===== config.mk =====
export PLATFORM = sky130hd
export DESIGN_NAME = run_len_detect
export DESIGN_NICKNAME = d
export VERILOG_FILES = /design/src/rtl/run_len_detect.sv
export SDC_FILE = /design/constraint.sdc
export NUM_CORES = 1
export LEC_CHECK = 0
export CORE_MARGIN = 2
export CORE_UTILIZATION = 30
export CTS_CLUSTER_DIAMETER = 120
export CTS_CLUSTER_SIZE = 20
export DETAILED_ROUTE_END_ITERATION = 7
export DONT_BUFFER_PORTS = 1
export PLACE_DENSITY = 0.57
export SLEW_MARGIN = 20
export SYNTH_ARGS = -nofsm -noshare
export SYNTH_HDL_FRONTEND = slang
export SYNTH_SLANG_ARGS = --single-unit

===== constraint.sdc =====
create_clock -name clk_i -period 2.1 [get_ports clk_i]
set_clock_uncertainty 0.1 [all_clocks]
set_input_delay 0.21 -clock clk_i [delete_from_list [all_inputs] [get_ports clk_i]]
set_output_delay 0.21 -clock clk_i [all_outputs]
set_load 0.1 [all_outputs]

===== src/rtl/run_len_detect.sv =====
// run_len_detect -- flags a run of RUN_LEN or more equal enabled samples on a
// serial input. Polarity is selectable, and a one-cycle rise pulse marks each
// qualifying run. A saturating counter tallies the rise events.
//
// Ports
//   clk_i      clock, all state on posedge
//   reset_i    synchronous active-high reset (priority over en_i / clr_i)
//   en_i       sample enable; in_i is only looked at when en_i=1
//   in_i       serial input bit
//   mode_i     polarity enable: [0] ones, [1] zeros (00 none, 11 both)
//   clr_i      synchronous clear of evt_cnt_o only
//   out_o      run >= RUN_LEN of an enabled polarity in progress (comb)
//   rise_o     registered pulse, enabled run has just reached RUN_LEN
//   run_val_o  value of the current run
//   run_cnt_o  current run length, saturating at RUN_LEN
//   evt_cnt_o  number of rise events, saturating at all-ones
module run_len_detect #(
  parameter int RUN_LEN = 4,
  parameter int CNT_W   = 8
) (
  input  logic                           clk_i,
  input  logic                           reset_i,
  input  logic                           en_i,
  input  logic                           in_i,
  input  logic [1:0]                     mode_i,
  input  logic                           clr_i,
  output logic                           out_o,
  output logic                           rise_o,
  output logic                           run_val_o,
  output logic [$clog2(RUN_LEN+1)-1:0]   run_cnt_o,
  output logic [CNT_W-1:0]               evt_cnt_o
);

  localparam int RC_W = $clog2(RUN_LEN+1);
  localparam logic [RC_W-1:0] RL  = RC_W'(RUN_LEN);
  localparam logic [RC_W-1:0] ONE = RC_W'(1);

  typedef enum logic [1:0] {EMPTY = 2'd0, COUNT = 2'd1, HIT = 2'd2} state_e;

  // A fresh run of length 1 is already a hit when RUN_LEN is 1.
  localparam state_e START_ST = (RUN_LEN == 1) ? HIT : COUNT;

  state_e            state_q, state_d;
  logic              cur_q, cur_d;
  logic [RC_W-1:0]   run_cnt_q, run_cnt_d;
  logic              rise_q, rise_d;
  logic [CNT_W-1:0]  evt_cnt_q, evt_cnt_d;
  logic              evt;

  always_comb begin
    state_d   = state_q;
    cur_d     = cur_q;
    run_cnt_d = run_cnt_q;
    if (en_i) begin
      unique case (state_q)
        EMPTY: begin
          cur_d     = in_i;
          run_cnt_d = ONE;
          state_d   = START_ST;
        end
        COUNT: begin
          if (in_i != cur_q) begin
            cur_d     = in_i;
            run_cnt_d = ONE;
            state_d   = START_ST;
          end else begin
            run_cnt_d = run_cnt_q + ONE;
            if (run_cnt_d == RL) state_d = HIT;
          end
        end
        HIT: begin
          // equal bits keep run_cnt parked at RUN_LEN
          if (in_i != cur_q) begin
            cur_d     = in_i;
            run_cnt_d = ONE;
            state_d   = START_ST;
          end
        end
        default: begin
          state_d   = EMPTY;
          cur_d     = 1'b0;
          run_cnt_d = '0;
        end
      endcase
    end
  end

  // Event: entering HIT, unless we were already in HIT on the same value
  // (a run extending past RUN_LEN), and the new run's polarity is enabled.
  always_comb begin
    evt = en_i && (state_d == HIT)
          && !((state_q == HIT) && (cur_q == cur_d))
          && (cur_d ? mode_i[0] : mode_i[1]);
    rise_d = evt;
  end

  // clr wins over the held count but a coincident event still counts as one.
  always_comb begin
    evt_cnt_d = evt_cnt_q;
    if (clr_i)
      evt_cnt_d = evt ? CNT_W'(1) : '0;
    else if (evt && (evt_cnt_q != {CNT_W{1'b1}}))
      evt_cnt_d = evt_cnt_q + CNT_W'(1);
  end

  always_ff @(posedge clk_i) begin
    if (reset_i) begin
      state_q   <= EMPTY;
      cur_q     <= 1'b0;
      run_cnt_q <= '0;
      rise_q    <= 1'b0;
      evt_cnt_q <= '0;
    end else begin
      state_q   <= state_d;
      cur_q     <= cur_d;
      run_cnt_q <= run_cnt_d;
      rise_q    <= rise_d;
      evt_cnt_q <= evt_cnt_d;
    end
  end

  assign out_o     = (state_q == HIT) && (cur_q ? mode_i[0] : mode_i[1]);
  assign rise_o    = rise_q;
  assign run_val_o = cur_q;
  assign run_cnt_o = run_cnt_q;
  assign evt_cnt_o = evt_cnt_q;

endmodule


-- After elaboration in Yosys (flattened, before gate mapping)
Cells that the tools add are included.
- multiplexer cells: 16
- equal/unequal tests: 8
- reductions and logical operators: 11
- add/sub/neg operators: 2
- operator list (kind ; number):
    8-bit 2-to-1 mux ; 2
    3-bit case mux with 3 select lines ; 1
    8-bit by 1-bit adder with 8-bit output, second input constant ; 1
    2-bit 2-to-1 mux ; 4
    8-bit inequality test, second input constant ; 1
    1-bit logical AND ; 6
    3-bit 2-to-1 mux ; 2
    2-bit case mux with 3 select lines ; 1
    1-bit 2-to-1 mux ; 5
    2-bit equality test, second input constant ; 2
    3-bit by 1-bit adder with 3-bit output, second input constant ; 1
    3-bit equality test, second input constant ; 1
    2-bit by 1-bit equality test with 1-bit output, second input constant ; 1
    2-bit logical NOT ; 1
    2-bit inequality test, second input constant ; 1
    1-bit case mux with 2 select lines ; 1
    2-bit AND reduction ; 1
    2-bit nonzero test ; 1
    2-bit OR reduction ; 1
    1-bit equality test ; 1
    1-bit logical NOT ; 1
    1-bit inequality test ; 1
- word-level logic and storage cells: 42
- input port bits: 7
- output and inout bits: 14
- bits in registers: 15

-- Logic depth before layout (Yosys ltp)
- word-level depth: 13
- depth in mapped cells: 8
- mapped depth without buffers: 7

-- Least setup slack after synthesis
No wires, ideal clock.
- path kind: reg2reg
- start: register cur_q, in the netlist run_val_o
- end: register evt_cnt_q[6], in the netlist evt_cnt_o[6]
- slack: -953 ps
- arrival: 2834 ps
- cell stages (with the launch flop): 9
- path buffers: 1
- cells stage by stage: dfxtp_1 > inv_1 > ha_1 > and3_1 > a32oi_1 > or4_4 > buf_6 > or2_1 > o221a_1
- word-level cells in the longest chain between the ends: 11
- elaborated cells between the ends (all ways): 18
- RTL lines (item ; RTL line ; text):
    start: declaration ; 44 ; logic cur_q, cur_d;
    start signal: assignment ; 115 ; cur_q <= cur_d;
    1-bit inequality test ; 62, 73 ;
    1-bit 2-to-1 mux ; 62, 73 ;
    1-bit case mux with 2 select lines ; 55 ; unique case (state_q)
    1-bit 2-to-1 mux ; 54 ; if (en_i) begin
    1-bit equality test ; 92 ; && !((state_q == HIT) && (cur_q == cur_d))
    1-bit logical AND ; 92 ;
    1-bit logical NOT ; 92 ;
    1-bit logical AND ; 92 ;
    1-bit logical AND (*) ; 93 ; && (cur_d ? mode_i[0] : mode_i[1]);
    1-bit logical AND (*) ; 102 ; else if (evt && (evt_cnt_q != {CNT_W{1'b1}}))
    2-bit nonzero test (no line) (*) ; -- ;
    end signal: assignment ; 118 ; evt_cnt_q <= evt_cnt_d;
    end: declaration ; 47 ; logic [CNT_W-1:0] evt_cnt_q, evt_cnt_d;
Every way passes the cells marked *; elsewhere a longest branch is shown, timed or not.
A chain may end at the register's enable or synchronous reset.

-- Worst setup path after layout
- start: register state_q[1]
- end: register evt_cnt_q[5], in the netlist evt_cnt_o[5]
- word-level cells in the longest chain between the ends: 11
- elaborated cells between the ends (all ways): 21
- RTL lines (item ; RTL line ; text):
    start: declaration ; 43 ; state_e state_q, state_d;
    start signal: assignment ; 114 ; state_q <= state_d;
    2-bit equality test / 2-bit by 1-bit equality test with 1-bit output (equally long branches) ; 55, 92 ;
    2-bit OR reduction (no line) ; -- ;
    1-bit case mux with 2 select lines ; 55 ;
    1-bit 2-to-1 mux ; 54 ;
    1-bit equality test ; 92 ;
    1-bit logical AND ; 92 ;
    1-bit logical NOT ; 92 ;
    1-bit logical AND ; 92 ;
    1-bit logical AND (*) ; 93 ;
    1-bit logical AND (*) ; 102 ;
    2-bit nonzero test (no line) (*) ; -- ;
Marks and branches as above.

==> impl_table.tex <==
\begin{tabular}{lr}
\hline
Metric & Value \\
\hline
\multicolumn{2}{l}{\textbf{Clock network}} \\
\quad Sink count of the clock tree & 15 \\
\quad Deepest level of the CTS H-tree & 1 \\
\quad Clock tree root buffer cell & clkbuf\_4 \\
\quad Clock tree from TritonCTS & built \\
\quad Worst-case clock buffer depth & 2 \\
\quad Number of CTS-inserted buffers & 3 \\
\quad Latest clock arrival within the worst-skew pair & 280 ps \\
\quad Clock slew at reported path FFs & 100 ps \\
\multicolumn{2}{l}{\textbf{Placed design}} \\
\quad Gp weighted congestion & 0.815 \\
\quad Post-detailed-placement half-perimeter wirelength & 2.04 mm \\
\quad Post-placement cell area & 1380 um\^{}2 \\
\quad IO buf count & 0 \\
\multicolumn{2}{l}{\textbf{Logic synthesis}} \\
\quad Mean post-synth cell area & 8.56 um\^{}2 \\
\quad Top cell type by total area after synthesis & dfxtp\_1 \\
\quad Dominant cells by area after synthesis & dfxtp\_1 30\%, ha\_1 12\%, nand2\_1 4.1\%, mux2i\_1 4.0\%, nor3\_1 4.0\% \\
\quad Most instantiated cells after synthesis & 15 x dfxtp\_1, 11 x nand2\_1, 10 x ha\_1 \\
\quad Flop and latch count out of synthesis & 15 \\
\quad Proportion of netlist area held by the largest area contributor & 29.7\% \\
\quad Async set or reset register ratio after synthesis & 0\% \\
\quad Synth cell types & 44 \\
\quad Gate count of the mapped netlist & 118 \\
\quad Yosys synthesis warning count & 0 \\
\quad Synth Net Count & 135 \\
\quad Post-Syn Area & 1010 um\^{}2 \\
\quad Count of flip-flops with a built-in enable after synthesis & 0 \\
\quad Portion of the post-synthesis area used by sequential elements & 29.7\% \\
\quad Leading cell type by number of instances after synthesis & dfxtp\_1 \\
\quad Main flop type after synthesis & dfxtp\_1 \\
\multicolumn{2}{l}{\textbf{Drt}} \\
\quad Avg WL per Cell & 14.6 um \\
\quad Via-to-Cell Ratio & 5.14 \\
\quad Met3 WL post-DR & 76 um \\
\quad Remaining number of nets flagged by the antenna check after routing & 0 \\
\quad Via count of the routed design & 1,101 \\
\quad Starting DRT DRC Count & 26 \\
\quad Met1 Wirelength & 1.42 mm \\
\quad DRC Markers & 0 \\
\quad Number of optimization iterations in the first detailed-route pass & 4 \\
\quad Met2 WL & 1.57 mm \\
\quad Wire length after detailed routing & 3.12 mm \\
\quad Uppermost layer routed & met4 \\
\multicolumn{2}{l}{\textbf{Setup path}} \\
\quad Worst path bufs/invs & 1 \\
\quad Critical path's top delay family & simple AND/OR/NAND/NOR gates \\
\quad Startpoint types & flip-flop \\
\quad Crit Path Category & flip-flop to flip-flop \\
\quad Logic depth of the worst register-to-register path & 7 \\
\quad Worst-path cell chain & buf\_6 -> ha\_4 -> nand2b\_4 -> o2111a\_1 -> or4\_4 -> or4\_4 -> a21oi\_2 \\
\quad Critical path's most frequent cell & or4\_4 \\
\quad Endpoint of the worst register-to-register path & evt\_cnt\_o[5]\$\_SDFFE\_PP0P\_ \\
\quad Source of the worst register-to-register timing path & state\_q[1]\$\_SDFF\_PP0\_ \\
\quad Slowest cell delay on critical path & 560 ps \\
\quad Crit path capture type & flip-flop \\
\quad Master of the slowest instance on the critical path & or4\_4 \\
\quad Critical path fanouts, max & 5 \\
\quad Required time of the critical path & 2220 ps \\
\quad Critical Path AT & 2370 ps \\
\quad Reg2reg setup slack & -150 ps \\
\multicolumn{2}{l}{\textbf{STA}} \\
\quad Final period utilization & 107\% \\
\quad Final worst-path setup slack & -147 ps \\
\quad Time the worst path needs with I/O delays and setup & 2250 ps \\
\quad Final Hold Vio Count & 0 \\
\quad Number of pins exceeding their max-slew limit in the final report & 0 \\
\quad Setup repair after global routing missed its margin & true \\
\quad Relative slew margins & 67.8\% \\
\quad Number of failing setup endpoints in the final timing report & 9 \\
\quad Tightest Pin Transition & 481 ps \\
\quad Fmax & 0.445 GHz \\
\multicolumn{2}{l}{\textbf{Power and ir drop}} \\
\quad Power density over the cells & 435 nW/um\^{}2 \\
\quad Leakage power of the design & 0.668 nW \\
\quad Maximum ir drop on the vdd rail & 0.000190 V \\
\multicolumn{2}{l}{\textbf{Floorplanning}} \\
\quad Vert. Die Dim & 62.0 um \\
\quad Area of the core & 3280 um\^{}2 \\
\quad Effective utilization at floorplan & 30.7\% \\
\quad Count of pins on the block boundary & 21 \\
\quad Count of standard-cell rows & 21 \\
\quad DIE AREA & 3850 um\^{}2 \\
\quad Die extent in x & 62.0 um \\
\multicolumn{2}{l}{\textbf{Run}} \\
\quad Max-Cap Viols & 0 \\
\multicolumn{2}{l}{\textbf{Outcome}} \\
\quad Violated checks & negative setup slack \\
\quad Result of the run & finished, violations left \\
\multicolumn{2}{l}{\textbf{GRT}} \\
\quad Pin count of the biggest net entering global routing & 13 \\
\quad GRT overflow & 0 \\
\quad Wire length of the first global-routing pass & 4.62 mm \\
\quad Tot GR Track Use & 15.9\% \\
\quad Via count of the first global-routing pass & 1,058 \\
\quad Number of antenna violations at the first check in global routing & 0 \\
\multicolumn{2}{l}{\textbf{Cells and area}} \\
\quad Final cell area excluding filler cells & 1680 um\^{}2 \\
\quad Count of nets after finishing & 186 \\
\quad N\_diodes & 0 \\
\quad Synth-to-Final Area Change & 66.5\% \\
\quad Number of filler cells placed in the layout & 278 \\
\quad Layout Utilization & 51.2\% \\
\quad Fraction of final layout cells sized beyond drive strength 1 & 51.2\% \\
\multicolumn{2}{l}{\textbf{Worst hold path}} \\
\quad Min-Delay Path Depth & 2 \\
\quad Start point of the worst hold path & reset\_i \\
\quad Min-delay worst type & input port to flip-flop \\
\quad Hold worst-path end & evt\_cnt\_o[3]\$\_SDFFE\_PP0P\_ \\
\hline
\end{tabular}
## logic make-up (layout without fill, tap and decap cells)
family          after synthesis  in the layout  share of synthesized area, %
fa+ha+maj                    10             10                          12.4
compound gates               27             27                          20.4
xor+xnor                      1              1                         0.868
mux                           4              4                          3.97
buf+inv                       8             58                          3.72
simple gates                 53             53                          28.9
flops                        15             15                          29.7
## how the worst max path moves through the flow
stage | start | endpoint | slack [ps] | cells past startpoint
after global placement | state_q[1]$_SDFF_PP0_ | evt_cnt_o[5]$_SDFFE_PP0P_ | -170 | 7
final | state_q[1]$_SDFF_PP0_ | evt_cnt_o[5]$_SDFFE_PP0P_ | -150 | 7
after global routing | state_q[1]$_SDFF_PP0_ | evt_cnt_o[5]$_SDFFE_PP0P_ | -260 | 9
after floorplan | run_val_o$_SDFF_PP0_ | evt_cnt_o[6]$_SDFFE_PP0P_ | -280 | 8
after CTS | state_q[1]$_SDFF_PP0_ | evt_cnt_o[5]$_SDFFE_PP0P_ | -140 | 6
after detailed placement | state_q[1]$_SDFF_PP0_ | evt_cnt_o[3]$_SDFFE_PP0P_ | -250 | 8
## layout make-up
class / count / area [um^2] / share of cell area, %
Clock buffer: 4 / 26.3 / 1.56
Multi-Input combinational cell: 95 / 846 / 50.3
Timing Repair Buffer: 49 / 393 / 23.4
Inverter: 5 / 31.3 / 1.86
Sequential cell: 15 / 328 / 19.5
Tap cell: 46 / 57.6 / 3.42
## repair_timing
| action | in CTS | in global routing |
|---|---|---|
| hold buffers | 3 | 1 |
| gates resized for setup | 18 | 19 |
| setup endpoints to repair | 9 | 9 |
| pin swaps | 6 | 8 |
| hold endpoints to repair | 12 | 1 |
| setup buffers | 5 | 3 |
## placed cells by master (no fill, tap or decap), drive strengths merged, types with 2 or more instances in the layout
cell         count
a21oi            5
a221oi           2
and4             2
buf             45
clkbuf           4
dfxtp           15
dlygate4sd3      4
ha              10
inv              5
mux2i            4
nand2           11
nand2b           3
nand3            3
nand4            2
nor2             7
nor2b            3
nor3             8
o21ai            3
o31ai            4
or2              2
or3              3
or4              3
## flip-flops by register name, summed over array words and instances (netlist names)
name       cells
evt_cnt_o      8
state_q        2
run_val_o      1
rise_o         1
run_cnt_o      3
## power by group
group / internal, W / switching [W] / total [W]
Combinational: 0.000124 / 0.000138 / 0.000261
Clock: 0.0000736 / 0.0000974 / 0.000171
Sequential: 0.000289 / 0.00000974 / 0.000299
Total: 0.000486 / 0.000245 / 0.000731
## worst register-to-register path: cells and delay by family, from the launching register on
kind / cells / cell delay, ps
AO/OA/AOI/OAI: 2 / 240
adder cells (fa/ha/maj): 1 / 170
buffers and inverters: 1 / 120
flip-flops: 1 / 380
AND/OR/NAND/NOR: 3 / 1200
## layer usage
| layer | GRT usage, % | vias to the layer above |
|---|---|---|
| met5 | 0 | - |
| met4 | 5.78 | 0 |
| met3 | 2.48 | 4 |
| met2 | 26.9 | 18 |
| met1 | 20.4 | 530 |
| li1 | - | 549 |
## metrics by stage
step | instances | setup WS, ps | hold WS (ps) | TNS (ps) | power [W]
after floorplan | 118 | -275 | 222 | -1700 | 0.000419
after global placement | 198 | -167 | 176 | -1020 | 0.000484
after detailed placement | 198 | -255 | 179 | -1460 | 0.000486
after CTS | 210 | -144 | 0.677 | -690 | 0.000695
after global routing | 214 | -264 | 45.5 | -1590 | 0.000769
final | 214 | -147 | 30.0 | -673 | 0.000731
Note: power is estimated with default switching activity, not from simulation.
